--- config.mk ---
export PLATFORM = sky130hd
export DESIGN_NAME = uc_rx
export DESIGN_NICKNAME = d
export VERILOG_FILES = /design/src/rtl/uc_rx.sv
export SDC_FILE = /design/constraint.sdc
export NUM_CORES = 1
export LEC_CHECK = 0
export BUFFER_PORTS_ARGS = -buffer_cell sky130_fd_sc_hd__buf_2
export CAP_MARGIN = 20
export CORE_ASPECT_RATIO = 1.25
export CORE_UTILIZATION = 50
export CTS_CLUSTER_DIAMETER = 150
export DETAILED_ROUTE_END_ITERATION = 10
export PLACE_DENSITY = 0.74
export RECOVER_POWER = 100
export SKIP_CTS_REPAIR_TIMING = 1
export SYNTH_ARGS = -nofsm -noshare
export SYNTH_HDL_FRONTEND = slang
export SYNTH_SLANG_ARGS = --single-unit
--- constraint.sdc ---
create_clock -name clk -period 2.5 [get_ports clk]
set_clock_uncertainty 0.2 [all_clocks]
set_input_delay 0.25 -clock clk [delete_from_list [all_inputs] [get_ports clk]]
set_output_delay 0.25 -clock clk [all_outputs]
set_load 0.005 [all_outputs]
--- src/rtl/uc_rx.sv ---
// ============================================================================
// Module   : uc_rx
// Purpose  : UART receiver. Oversamples RX at OVERSAMPLE x baud, recovers
//            5..8 data bits (LSB first), optional odd/even parity and 1 or 2
//            stop bits, and pushes each frame into the RX FIFO together with
//            per-frame parity/frame error flags.
// Ports    : clk, rst            - clock, asynchronous active-high reset
//            RX                  - serial input, idle high, asynchronous
//            baudrate_clk_en     - one-clk pulse at OVERSAMPLE x baud
//            transaction_en      - high from validated start to frame end
//            data_out_rx         - received data, right-justified
//            fifo_wr             - one-clk FIFO write strobe
//            fifo_full           - FIFO full, frame is dropped when set
//            parity_error        - parity mismatch, valid with fifo_wr
//            frame_error         - a stop-bit sample was 0, valid with fifo_wr
//            overrun_error       - one-clk pulse when a frame is dropped
//            data_width_option   - 00=5, 01=6, 10=7, 11=8 data bits
//            parity_option       - 10=odd, 11=even, 0x=none
//            stop_bit_option     - 0=1 stop bit, 1=2 stop bits
// Revision : 1.0 - initial release
// ============================================================================
`default_nettype none

module uc_rx #(
  parameter int DATA_WIDTH          = 8,
  parameter int OVERSAMPLE          = 16,
  parameter int SAMPLE_POINT        = 7,
  parameter int DATA_WIDTH_OPTION_W = 2,
  parameter int PARITY_OPTION_W     = 2,
  parameter int STOP_BIT_OPTION_W   = 1
) (
  input  logic                           clk,
  input  logic                           rst,
  input  logic                           RX,
  input  logic                           baudrate_clk_en,
  output logic                           transaction_en,
  output logic [DATA_WIDTH-1:0]          data_out_rx,
  output logic                           fifo_wr,
  input  logic                           fifo_full,
  output logic                           parity_error,
  output logic                           frame_error,
  output logic                           overrun_error,
  input  logic [DATA_WIDTH_OPTION_W-1:0] data_width_option,
  input  logic [PARITY_OPTION_W-1:0]     parity_option,
  input  logic [STOP_BIT_OPTION_W-1:0]   stop_bit_option
);

  localparam int TW  = $clog2(OVERSAMPLE);
  localparam int BW  = $clog2(DATA_WIDTH);
  localparam int SHW = BW + 1;

  localparam logic [2:0] S_IDLE   = 3'd0;
  localparam logic [2:0] S_START  = 3'd1;
  localparam logic [2:0] S_DATA   = 3'd2;
  localparam logic [2:0] S_PARITY = 3'd3;
  localparam logic [2:0] S_STOP1  = 3'd4;
  localparam logic [2:0] S_STOP2  = 3'd5;
  localparam logic [2:0] S_WAIT   = 3'd6;

  logic                           rx_meta_q, rx_s_q;
  logic [2:0]                     state_q, state_d;
  logic [TW-1:0]                  tick_q, tick_d;
  logic [BW-1:0]                  bit_q, bit_d;
  logic [DATA_WIDTH-1:0]          shift_q, shift_d;
  logic [DATA_WIDTH_OPTION_W-1:0] width_q, width_d;
  logic [PARITY_OPTION_W-1:0]     par_q, par_d;
  logic [STOP_BIT_OPTION_W-1:0]   stop_q, stop_d;
  logic                           perr_q, perr_d;
  logic                           ferr_q, ferr_d;
  logic                           txn_q, txn_d;
  logic [DATA_WIDTH-1:0]          dout_q, dout_d;
  logic                           wr_q, wr_d;
  logic                           pe_q, pe_d;
  logic                           fe_q, fe_d;
  logic                           ovr_q, ovr_d;

  logic                           w_sample;
  logic [TW-1:0]                  w_tick_nxt;
  logic [SHW-1:0]                 w_shamt;
  logic                           w_exp_par;
  logic                           w_done;
  logic                           w_fe_final;

  assign w_sample   = baudrate_clk_en && (tick_q == TW'(SAMPLE_POINT));
  assign w_tick_nxt = (tick_q == TW'(OVERSAMPLE - 1)) ? '0 : tick_q + 1'b1;
  // Bits are shifted in at the MSB, so a short frame ends up left-justified
  // and must be moved down by (DATA_WIDTH - number of bits received).
  assign w_shamt    = SHW'(DATA_WIDTH - 5) - SHW'(width_q);
  // Unreceived shift-register bits stay 0, so a full-width XOR only sees
  // the received data. Even: bit = ^data; odd: bit = ~^data.
  assign w_exp_par  = (^shift_q) ^ ~par_q[0];

  always_comb begin
    state_d    = state_q;
    tick_d     = tick_q;
    bit_d      = bit_q;
    shift_d    = shift_q;
    width_d    = width_q;
    par_d      = par_q;
    stop_d     = stop_q;
    perr_d     = perr_q;
    ferr_d     = ferr_q;
    txn_d      = txn_q;
    dout_d     = dout_q;
    pe_d       = pe_q;
    fe_d       = fe_q;
    wr_d       = 1'b0;
    ovr_d      = 1'b0;
    w_done     = 1'b0;
    w_fe_final = 1'b0;

    if (baudrate_clk_en) begin
      tick_d = w_tick_nxt;
      case (state_q)
        S_IDLE: begin
          tick_d = '0;
          if (!rx_s_q) state_d = S_START;
        end
        S_START: begin
          if (w_sample) begin
            if (!rx_s_q) begin
              width_d = data_width_option;
              par_d   = parity_option;
              stop_d  = stop_bit_option;
              bit_d   = BW'(data_width_option) + BW'(4);
              shift_d = '0;
              perr_d  = 1'b0;
              ferr_d  = 1'b0;
              txn_d   = 1'b1;
              state_d = S_DATA;
            end else begin
              tick_d  = '0;
              state_d = S_IDLE;
            end
          end
        end
        S_DATA: begin
          if (w_sample) begin
            shift_d = {rx_s_q, shift_q[DATA_WIDTH-1:1]};
            if (bit_q == '0) begin
              state_d = par_q[1] ? S_PARITY : S_STOP1;
            end else begin
              bit_d = bit_q - 1'b1;
            end
          end
        end
        S_PARITY: begin
          if (w_sample) begin
            perr_d  = rx_s_q ^ w_exp_par;
            state_d = S_STOP1;
          end
        end
        S_STOP1: begin
          if (w_sample) begin
            ferr_d = ~rx_s_q;
            if (stop_q[0]) begin
              state_d = S_STOP2;
            end else begin
              w_done     = 1'b1;
              w_fe_final = ~rx_s_q;
            end
          end
        end
        S_STOP2: begin
          if (w_sample) begin
            w_done     = 1'b1;
            w_fe_final = ferr_q | ~rx_s_q;
          end
        end
        S_WAIT: begin
          tick_d = '0;
          if (rx_s_q) state_d = S_IDLE;
        end
        default: begin
          tick_d  = '0;
          state_d = S_IDLE;
        end
      endcase
    end

    if (w_done) begin
      txn_d  = 1'b0;
      tick_d = '0;
      if (!fifo_full) begin
        wr_d   = 1'b1;
        dout_d = shift_q >> w_shamt;
        pe_d   = perr_q;
        fe_d   = w_fe_final;
      end else begin
        ovr_d  = 1'b1;
      end
      // A line still low here is a break; wait for it to release before
      // looking for the next start bit.
      state_d = rx_s_q ? S_IDLE : S_WAIT;
    end
  end

  always_ff @(posedge clk or posedge rst) begin
    if (rst) begin
      rx_meta_q <= 1'b1;
      rx_s_q    <= 1'b1;
      state_q   <= S_IDLE;
      tick_q    <= '0;
      bit_q     <= '0;
      shift_q   <= '0;
      width_q   <= '0;
      par_q     <= '0;
      stop_q    <= '0;
      perr_q    <= 1'b0;
      ferr_q    <= 1'b0;
      txn_q     <= 1'b0;
      dout_q    <= '0;
      wr_q      <= 1'b0;
      pe_q      <= 1'b0;
      fe_q      <= 1'b0;
      ovr_q     <= 1'b0;
    end else begin
      rx_meta_q <= RX;
      rx_s_q    <= rx_meta_q;
      state_q   <= state_d;
      tick_q    <= tick_d;
      bit_q     <= bit_d;
      shift_q   <= shift_d;
      width_q   <= width_d;
      par_q     <= par_d;
      stop_q    <= stop_d;
      perr_q    <= perr_d;
      ferr_q    <= ferr_d;
      txn_q     <= txn_d;
      dout_q    <= dout_d;
      wr_q      <= wr_d;
      pe_q      <= pe_d;
      fe_q      <= fe_d;
      ovr_q     <= ovr_d;
    end
  end

  assign transaction_en = txn_q;
  assign data_out_rx    = dout_q;
  assign fifo_wr        = wr_q;
  assign parity_error   = pe_q;
  assign frame_error    = fe_q;
  assign overrun_error  = ovr_q;

endmodule

`default_nettype wire

==> run_results.csv <==
group,metric,value,unit
status,status,"complete, no violations",
worst_hold_path,hold_path_startpoint,"fifo_full",
sta,period_share,90.4,%
cells_and_area,commonest_cells_after_routing_fill_and_taps_aside,"sky130_fd_sc_hd__dfrtp_1 (38), sky130_fd_sc_hd__nand2_1 (25), sky130_fd_sc_hd__mux2_2 (16), sky130_fd_sc_hd__buf_2 (15)",
pwr,p_per_area,803,nW/um^2
logic_synthesis,synth_enable_flop_cells,0,
floorplanning,design.core.area,4160,um^2
worst_setup_path,critical_path.max_stage_delay,0.59,ns
sta,period_minus_slack,2.26,ns
worst_hold_path,min_path_type,"primary input to register",
cells_and_area,final_core_utilization,59.3,%
worst_setup_path,worstSetupPathType,"register to register",
cells_and_area,area.sequential,1000,um^2
clock_network,path_clk_slew,0.08,ns
floorplanning,initial_util,52.8,%
sta,final_hold_viol_count,0,
logic_synthesis,synth_sequential_area_ratio,45.7,%
logic_synthesis,yosys_warnings,0,
sta,timing_worst_slew_pin_value,0.999,ns
cells_and_area,n_antenna_cell,0,
floorplanning,die_w,61.3,um
floorplanning,die-area,4670,um^2
logic_synthesis,syn-mean-instance-area,10.5,um^2
floorplanning,pin_count,23,
detailed_routing,via_count_normalized_by_instance_count,5.59,
cells_and_area,post-route-cell-area,2470,um^2
logic_synthesis,synth_area,2200,um^2
global_route,globalRouteTotalUtil,21.0,%
worst_setup_path,master_of_the_slowest_instance_on_the_critical_path,"sky130_fd_sc_hd__nor4_4",
pwr,report.power.total,1.98,mW
job,cap_violations,0,
cells_and_area,areaGrowthSynthToFinish,12.4,%
clock_network,ctsHtreeMaxLevel,2,
detailed_routing,routed-via-count,1628,
sta,final-max-slew-violation-count,0,
logic_synthesis,async_reset_ff_share,100,%
pwr,ir_worst_vdd,506,uV
logic_synthesis,ys_dominant_reg_cell,"sky130_fd_sc_hd__dfrtp_1",
cells_and_area,fraction_of_layout_cells_with_a_size_suffix_above_1,22.1,%
global_route,first_global_vias,1608,
worst_setup_path,cp_cell_sequence,"ha_1, nand4b_4, nor4_4, buf_4, nand4_1, o21ai_0",
cells_and_area,mostFrequentLayoutCell,"sky130_fd_sc_hd__dfrtp_1",
detailed_routing,remaining_design_rule_violation_count,0,
floorplanning,placementRows,26,
worst_setup_path,reg2reg_from,"tick_q[0]",
clock_network,numCtsBuffers,5,
detailed_routing,drt-wirelength-per-cell,15.2,um
pwr,leakage,1.12,nW
sta,headroom_to_the_max_slew_limit,33.4,%
logic_synthesis,synthDistinctLibCells,49,
detailed_routing,routed_wirelength,4420,um
floorplanning,die_height,76.1,um
placement,placement.setup.worst_slack,0.249,ns
global_route,antenna_found_initial,0,
worst_setup_path,timing.critical_path.to_type,"register",
worst_setup_path,cp-start-kind,"register",
logic_synthesis,post_synth_inst_count,210,
worst_setup_path,crit_start,"tick_q[0]",
worst_setup_path,worst-path-max-fanout,9,
worst_setup_path,cp.buffers_inverters,1,
sta,timing.final.setup_violations,0,
sta,grt_setup_unrepaired,"false",
cells_and_area,final.fill_count,381,
placement,port_buffers,22,
global_route,grt_pass1_wl,7330,um
cells_and_area,multi_input_comb_area,1070,um^2
clock_network,clkSinkCount,40,
worst_setup_path,cp_data_required_time,2.52,ns
placement,place_area,2330,um^2
detailed_routing,ant_nets,0,
detailed_routing,detail_route.first_pass.iterations,4,
clock_network,cts_tree,"built",
cells_and_area,nNetsFinal,247,
global_route,gr-total-overflow,0,
worst_setup_path,timing.critical_path.max_delay_family,"simple AND/OR/NAND/NOR gates",
sta,final_critical_path_setup_slack,0.239,ns
sta,fin_setup_tns,0,ns
global_route,largest_net_degree_at_the_start_of_global_routing,41,
clock_network,clock_root_cell,"sky130_fd_sc_hd__clkbuf_8",
sta,max_freq,442,MHz
placement,dpl_hpwl,3090,um
clock_network,clock_insertion_delay_worst_skew,0.29,ns
logic_synthesis,yosys_register_bits,40,
logic_synthesis,postSynthNetCount,223,
worst_setup_path,timing.critical_path.arrival,2.28,ns
detailed_routing,first_iter_violations,80,
clock_network,cts.path.max_buffers,2,
placement,place.gp.congestion,0.780,
==> area by class of cell <==
cell class                      instances  share of cell area (%)
Multi-Input combinational cell        144                    43.3
Sequential cell                        40                    40.6
Timing Repair Buffer                   29                    6.54
Tap cell                               56                    2.84
Clock buffer                            5                    2.79
Inverter                               14                    2.13
Clock inverter                          3                    1.72
==> report_power, final <==
| part | switching, mW | internal [mW] | total [mW] | leakage (nW) |
|---|---|---|---|---|
| clock | 0.231 | 0.295 | 0.527 | 0.0541 |
| sequential | 0.174 | 0.735 | 0.909 | 0.524 |
| combinational | 0.287 | 0.258 | 0.545 | 0.538 |
| total | 0.692 | 1.29 | 1.98 | 1.12 |
==> logic make-up after synthesis <==
| logic type | count (synthesis) | share of synthesized area [%] |
|---|---|---|
| compound gates | 47 | 15.0 |
| xor+xnor | 9 | 4.21 |
| fa+ha+maj | 3 | 1.71 |
| buf+inv | 26 | 5.35 |
| flops | 40 | 45.7 |
| mux | 24 | 11.8 |
| simple gates | 61 | 16.2 |
==> worst min-delay path: cells and delay by family <==
kind,cells,cell delay (ns)
buf+inv,2,0.17
simple gates,1,0.04
==> cells in the mapped netlist (3+ instances only) <==
master / count / area [um^2]
sky130_fd_sc_hd__nand2_1: 25 / 93.8
sky130_fd_sc_hd__inv_1: 14 / 52.6
sky130_fd_sc_hd__mux2i_1: 8 / 80.1
sky130_fd_sc_hd__a21oi_1: 10 / 50.1
sky130_fd_sc_hd__a31oi_1: 5 / 31.3
sky130_fd_sc_hd__ha_1: 3 / 37.5
sky130_fd_sc_hd__o21ai_0: 13 / 65.1
sky130_fd_sc_hd__clkbuf_1: 3 / 11.3
sky130_fd_sc_hd__nand3_1: 5 / 25.0
sky130_fd_sc_hd__mux2_2: 16 / 180
sky130_fd_sc_hd__buf_2: 6 / 30.0
sky130_fd_sc_hd__nand4_1: 3 / 18.8
sky130_fd_sc_hd__xnor2_1: 8 / 70.1
sky130_fd_sc_hd__nor2_1: 8 / 30.0
sky130_fd_sc_hd__nor2b_1: 3 / 18.8
sky130_fd_sc_hd__dfrtp_1: 38 / 951
==> worst paths after layout <==
| path | end | slack, ns | cells after the start |
|---|---|---|---|
| max in group asynchronous | par_q[1] | 0.87 | 4 |
| hold reg to reg | rx_s_q | 0.16 | 0 |
| setup reg to reg | data_out_rx[7] | 0.24 | 6 |
| hold / removal | overrun_error | 0.007 | 3 |
| setup / recovery | data_out_rx[7] | 0.24 | 6 |
| min in group asynchronous | data_out_rx[1] | 0.60 | 4 |
==> flip-flops by register name, indices dropped and copies added, names as in the netlist, 2 cells and up <==
register and cells:
data_out_rx 8, shift_q 8, tick_q 4, bit_q 3, state_q 3, par_q 2
width_q 2
==> stage by stage <==
step	hold slack (ns)	std cells
after global placement	0.146	279
after floorplan	0.0545	210
after CTS	-0.155	287
after detailed placement	0.147	279
after global routing	0.00329	291
final	0.00686	291
==> layer usage <==
layer	GRT usage, %	up-vias	part of all wire, %
li1	-	788	-
met1	25.8	809	41
met2	35.1	25	55
met3	4.75	6	2.5
met4	7.05	0	1.3
met5	0	-	0
(Power assumes the default switching activity.)
